File: config.mk
export PLATFORM = sky130hd
export DESIGN_NAME = sdram_burst_reader
export DESIGN_NICKNAME = d
export VERILOG_FILES = /design/src/rtl/sdram_burst_reader.sv
export SDC_FILE = /design/constraint.sdc
export NUM_CORES = 1
export LEC_CHECK = 0
export ABC_AREA = 0
export CORE_ASPECT_RATIO = 1.25
export CORE_UTILIZATION = 40
export DETAILED_ROUTE_END_ITERATION = 10
export DONT_BUFFER_PORTS = 1
export PLACE_DENSITY = 0.52
export SLEW_MARGIN = 25
export SYNTH_ARGS = -nofsm -noshare
export SYNTH_HDL_FRONTEND = slang
export SYNTH_SLANG_ARGS = --single-unit
File: constraint.sdc
create_clock -name clk -period 6 [get_ports clk]
set_input_delay 0.3 -clock clk [delete_from_list [all_inputs] [get_ports clk]]
set_output_delay 0.3 -clock clk [all_outputs]
set_load 0.1 [all_outputs]
File: src/rtl/sdram_burst_reader.sv
`default_nettype none
// ============================================================================
// Module   : sdram_burst_reader
// Purpose  : Avalon-MM burst read master. Takes a job (byte base address and
//            beat count), splits it into bursts of at most MAX_BURST beats,
//            keeps one burst outstanding at a time and streams returned beats
//            to the consumer.
// Options  : SDRAM_RD_TIMEOUT_EN - adds a 10-bit stall watchdog that aborts
//            the job and raises the sticky err flag.
// Revision : 1.0 - initial release
// ============================================================================
module sdram_burst_reader #(
  parameter int ADDR_W    = 32,
  parameter int DATA_W    = 128,
  parameter int CNT_W     = 11,
  parameter int MAX_BURST = 64,
  parameter int BC_W      = $clog2(MAX_BURST) + 1
) (
  input  logic              clk,
  input  logic              rst_n,
  input  logic              read_start,
  input  logic [ADDR_W-1:0] read_addr,
  input  logic [CNT_W-1:0]  read_cnt,
  output logic              busy,
  output logic [DATA_W-1:0] out_data,
  output logic              out_valid,
  output logic              done,
  output logic              err,
  output logic [ADDR_W-1:0] avm_address,
  output logic              avm_read,
  output logic [BC_W-1:0]   avm_burstcount,
  input  logic              avm_waitrequest,
  input  logic [DATA_W-1:0] avm_readdata,
  input  logic              avm_readdatavalid
);

  localparam int BEAT_BYTES = DATA_W / 8;

  typedef enum logic [1:0] {
    S_IDLE      = 2'd0,
    S_ISSUE     = 2'd1,
    S_WAIT_DATA = 2'd2,
    S_FINISH    = 2'd3
  } state_t;

  state_t            state_q;
  logic [ADDR_W-1:0] cur_addr_q;
  logic [CNT_W-1:0]  remain_q;
  logic [BC_W-1:0]   burst_left_q;
  logic              busy_q;
  logic              done_q;
  logic              out_valid_q;
  logic [DATA_W-1:0] out_data_q;
  logic              avm_read_q;
  logic [ADDR_W-1:0] avm_address_q;
  logic [BC_W-1:0]   avm_burstcount_q;

  logic [BC_W-1:0]   start_bc_d;
  logic [BC_W-1:0]   remain_bc_d;
  logic [ADDR_W-1:0] addr_step_d;
  logic              accept_d;
  logic              last_beat_d;

  // Length of the next burst: whatever is left, capped at MAX_BURST.
  function automatic logic [BC_W-1:0] clip_burst(input logic [CNT_W-1:0] n);
    if (n >= CNT_W'(MAX_BURST)) begin
      return BC_W'(MAX_BURST);
    end
    return BC_W'(n);
  endfunction

  // Next-burst sizing, address step and handshake events.
  always_comb begin
    start_bc_d  = clip_burst(read_cnt);
    remain_bc_d = clip_burst(remain_q);
    addr_step_d = ADDR_W'(avm_burstcount_q) * ADDR_W'(BEAT_BYTES);
    accept_d    = (state_q == S_ISSUE) && !avm_waitrequest;
    last_beat_d = (state_q == S_WAIT_DATA) && avm_readdatavalid &&
                  (burst_left_q == BC_W'(1));
  end

`ifdef SDRAM_RD_TIMEOUT_EN
  localparam logic [9:0] WD_LIMIT = 10'd1023;

  logic [9:0] wd_q;
  logic       err_q;
  logic       progress_d;
  logic       timeout_d;

  // Watchdog: any command acceptance or returned beat counts as progress.
  always_comb begin
    progress_d = accept_d || ((state_q == S_WAIT_DATA) && avm_readdatavalid);
    timeout_d  = ((state_q == S_ISSUE) || (state_q == S_WAIT_DATA)) &&
                 !progress_d && (wd_q == WD_LIMIT);
  end

  assign err = err_q;
`else
  assign err = 1'b0;
`endif

  // Job FSM with all outputs registered; reset clears everything at once.
  always_ff @(posedge clk or negedge rst_n) begin
    if (!rst_n) begin
      state_q          <= S_IDLE;
      cur_addr_q       <= '0;
      remain_q         <= '0;
      burst_left_q     <= '0;
      busy_q           <= 1'b0;
      done_q           <= 1'b0;
      out_valid_q      <= 1'b0;
      out_data_q       <= '0;
      avm_read_q       <= 1'b0;
      avm_address_q    <= '0;
      avm_burstcount_q <= '0;
`ifdef SDRAM_RD_TIMEOUT_EN
      wd_q             <= '0;
      err_q            <= 1'b0;
`endif
    end else begin
      // Beats are forwarded only while a burst is outstanding.
      out_data_q  <= avm_readdata;
      out_valid_q <= avm_readdatavalid && (state_q == S_WAIT_DATA);

`ifdef SDRAM_RD_TIMEOUT_EN
      if (((state_q == S_ISSUE) || (state_q == S_WAIT_DATA)) && !progress_d) begin
        wd_q <= wd_q + 10'd1;
      end else begin
        wd_q <= '0;
      end
`endif

      case (state_q)
        S_IDLE: begin
          if (read_start) begin
            cur_addr_q <= read_addr;
            remain_q   <= read_cnt;
            busy_q     <= 1'b1;
`ifdef SDRAM_RD_TIMEOUT_EN
            err_q      <= 1'b0;
`endif
            if (read_cnt == '0) begin
              state_q <= S_FINISH;
            end else begin
              state_q          <= S_ISSUE;
              avm_read_q       <= 1'b1;
              avm_address_q    <= read_addr;
              avm_burstcount_q <= start_bc_d;
            end
          end
        end

        S_ISSUE: begin
          if (accept_d) begin
            burst_left_q <= avm_burstcount_q;
            remain_q     <= remain_q - CNT_W'(avm_burstcount_q);
            cur_addr_q   <= cur_addr_q + addr_step_d;
            avm_read_q   <= 1'b0;
            state_q      <= S_WAIT_DATA;
          end
        end

        S_WAIT_DATA: begin
          if (avm_readdatavalid) begin
            burst_left_q <= burst_left_q - BC_W'(1);
          end
          if (last_beat_d) begin
            if (remain_q != '0) begin
              state_q          <= S_ISSUE;
              avm_read_q       <= 1'b1;
              avm_address_q    <= cur_addr_q;
              avm_burstcount_q <= remain_bc_d;
            end else begin
              state_q <= S_FINISH;
              done_q  <= 1'b1;
            end
          end
        end

        S_FINISH: begin
          // A zero-length job arrives here with done low and spends one
          // extra cycle raising it; data jobs arrive with done already set.
          if (done_q) begin
            done_q  <= 1'b0;
            busy_q  <= 1'b0;
            state_q <= S_IDLE;
          end else begin
            done_q <= 1'b1;
          end
        end

        default: state_q <= S_IDLE;
      endcase

`ifdef SDRAM_RD_TIMEOUT_EN
      if (timeout_d) begin
        err_q      <= 1'b1;
        done_q     <= 1'b1;
        avm_read_q <= 1'b0;
        state_q    <= S_FINISH;
      end
`endif
    end
  end

  assign busy           = busy_q;
  assign done           = done_q;
  assign out_valid      = out_valid_q;
  assign out_data       = out_data_q;
  assign avm_read       = avm_read_q;
  assign avm_address    = avm_address_q;
  assign avm_burstcount = avm_burstcount_q;

endmodule
`default_nettype wire

==> flow_summary.yaml <==
yosys:
  synth_top_area_share: 0.641
  syn_inst: 780
  synth_area_um2: 8700
  synth-adder-area-share: 0.0276
  synth-edff-count: 0
  syn_nets: 974
  syn_area_per_cell_um2: 11.2
  yosys.cell_types.count: 64
  synth.most_common_cell: "dfrtp_1"
  synth-compound-area-share: 0.156
  synth_seq_cells: 223
  synthSimpleGateAreaFrac: 0.140
  yosys_most_used_dff: "dfrtp_1"
  seq_area_frac_synth: 0.641
  synth_top_family_by_area: "compound AO/OA/AOI/OAI gates"
  yosys.area.top_type: "dfrtp_1"
  synthMuxAreaShare: 0.00244
  synth_common_cells: "223 x dfrtp_1, 119 x nand2_1, 81 x nor2_1, 57 x a21oi_1, 33 x a31oi_1"
  ys_top_cells_by_area: "dfrtp_1 64%, nand2_1 5.1%, nor2_1 3.5%"
  synth_xor_area_frac: 0.00403
  async_reset_ff_frac: 1.00
  yosys_warnings: 0
finish:
  nets: 1137
  drive_gt1_frac: 0.0770
  area_growth_pct: 32.6
  fin_util: 0.539
sta:
  fin_crit_ns: 3.48
  drv_slew: 0
  fin_worst_skew_ns: 0.0152
  hold_slack_ns: 0.0125
  rsz0062_at_grt: "false"
  worst_pin_slew_ns: 1.11
  period_share: 0.581
  fmax_ghz: 0.287
  final-setup-viol-count: 0
  tns_ns: 0
  relSlewSlack: 0.262
  hold_violations: 0
drt:
  dr_total_vias: 6756
  first_pass_iters: 5
  drt-initial-drc-count: 326
  ant_nets: 0
  avgRoutedWirePerCell_um: 22.4
  drc: 0
  vias_per_cell: 5.44
  routed_wl_um: 27800
clock_tree:
  cts.repair.resized: 0
  path_clk_slew_ns: 0.07
  clock_sinks: 223
  cts_max_level: 1
  clk_latency_ns: 0.53
  cts_made_buffers: 24
  tritoncts: "built"
  cts_buffer_depth: 3
  clockRootBuffer: "clkbuf_16"
floorplan:
  die_h_um: 167
  core-area_um2: 21400
  io_pins: 348
  dieArea_um2: 22400
  rows: 60
  fp.dieW_um: 134
  start_util: 0.407
run_status:
  status: "finished, final reports clean"
flow_run:
  drv_cap: 0
global_routing:
  grt_use_total: 0.247
  grt_overflow: 0
  grt_pass1_wl_um: 41900
  grt_max_degree: 224
  grt_pass1_vias: 6933
  antenna_found_initial: 1
placed_design:
  gp_congestion: 0.879
  port_buffers: 0
  place_hpwl_um: 18300
worst_setup_path:
  path_class: "flip-flop to flip-flop"
  required_ns: 6.40
  cp_data_arrival_time_ns: 3.89
  end_kind: "flip-flop"
  crit_fanout: 7
  start_kind: "flip-flop"
hold_path:
  hp-class: "primary input to flip-flop"
power:
  leakage_uw: 0.00492
  vdd_drop_max_mv: 0.452
  power_density_nw_per_um2: 614
==> layout make-up <==
cell class                      count  area, µm²
Multi-Input combinational cell    501       2890
Timing Repair Buffer              178       1800
Fill cell                        1864       9850
Tap cell                          279        349
Clock inverter                     17        220
Inverter                           15       56.3
Sequential cell                   223       5580
Antenna cell                        1       2.50
Clock buffer                       27        643
==> power by group <==
group / total, µW / internal [µW] / switching (µW)
logic: 1910 / 758 / 1150
clock network: 1600 / 959 / 642
registers: 3580 / 1830 / 1750
==> flip-flops by register name, indices dropped and copies added (netlist names) <==
name	count
avm_address	32
avm_burstcount	7
avm_read	1
burst_left_q	7
busy	1
cur_addr_q	32
done	1
out_data	128
out_valid	1
remain_q	11
state_q	2
==> final timing paths <==
kind | start | slack [ns] | depth (start not counted) | end
setup / recovery | avm_burstcount[1] | 2.52 | 8 | cur_addr_q[24]
max in group asynchronous | rst_n | 4.58 | 3 | cur_addr_q[28]
setup reg to reg | avm_burstcount[1] | 2.52 | 8 | cur_addr_q[24]
hold reg to reg | cur_addr_q[3] | 0.49 | 2 | cur_addr_q[3]
min in group asynchronous | rst_n | 0.37 | 2 | cur_addr_q[9]
hold / removal | read_addr[15] | 0.01 | 2 | cur_addr_q[15]
==> logic make-up (layout without fill, tap and decap cells) <==
logic type | after synthesis | count (layout)
flip-flops | 223 | 223
buffers and inverters | 56 | 237
XOR/XNOR | 4 | 4
other | 1 | 2
AO/OA/AOI/OAI | 201 | 201
multiplexers | 2 | 2
AND/OR/NAND/NOR | 275 | 275
adder cells (fa/ha/maj) | 18 | 18
==> cells in the final DEF (no fill, tap or decap), types with 3 or more instances in the layout <==
master	n
a211oi_1	8
a21o_1	4
a21oi_1	56
a22oi_1	7
a2bb2oi_1	4
a311oi_1	4
a31oi_1	33
a31oi_2	10
and3_1	10
and4_1	3
buf_4	7
bufinv_16	4
clkbuf_16	25
clkinv_2	3
clkinv_4	3
dfrtp_1	223
dlygate4sd3_1	169
ha_1	16
inv_1	15
inv_6	5
nand2_1	119
nand3_1	11
nand4_1	3
nor2_1	81
nor2b_1	5
nor3_1	17
nor4_1	4
o211ai_1	3
o21a_1	9
o21ai_0	25
o22ai_1	7
o31a_1	3
o32ai_1	4
or3_1	4
or4_1	4
==> layer usage <==
metal / track usage / vias to the layer above / routed length (µm)
met5: 0 / - / 0
met4: 0.0805 / 0 / 790
met3: 0.0788 / 53 / 2790
met2: 0.441 / 317 / 14400
met1: 0.274 / 3303 / 9890
li1: - / 3083 / -
==> through the flow <==
step | total power, µW | area [µm²] | cells | setup slack [ns]
after floorplan | 4900 | 8700 | 780 | 3.00
after global placement | 5330 | 8930 | 1025 | 2.71
after detailed placement | 5390 | 8930 | 1025 | 2.56
after CTS | 7130 | 11500 | 1239 | 2.54
after global routing | 7470 | 11500 | 1240 | 2.34
final | 7090 | 11500 | 1241 | 2.52
==> critical path: stages, from the launching register on <==
cell     delay [ns]
dfrtp_1        1.05
inv_1          0.23
fa_1           0.49
nor2b_1        0.20
o31a_1         0.26
o31ai_2        0.16
nor3_1         0.52
o32ai_1        0.16
a211o_1        0.30
==> timing repair <==
| action | CTS | global route |
|---|---|---|
| hold buffers | 170 | 0 |
| buffers inserted | 0 | 0 |
| hold endpoints to repair | 411 | 0 |
Power figures use the tool's default switching activity.
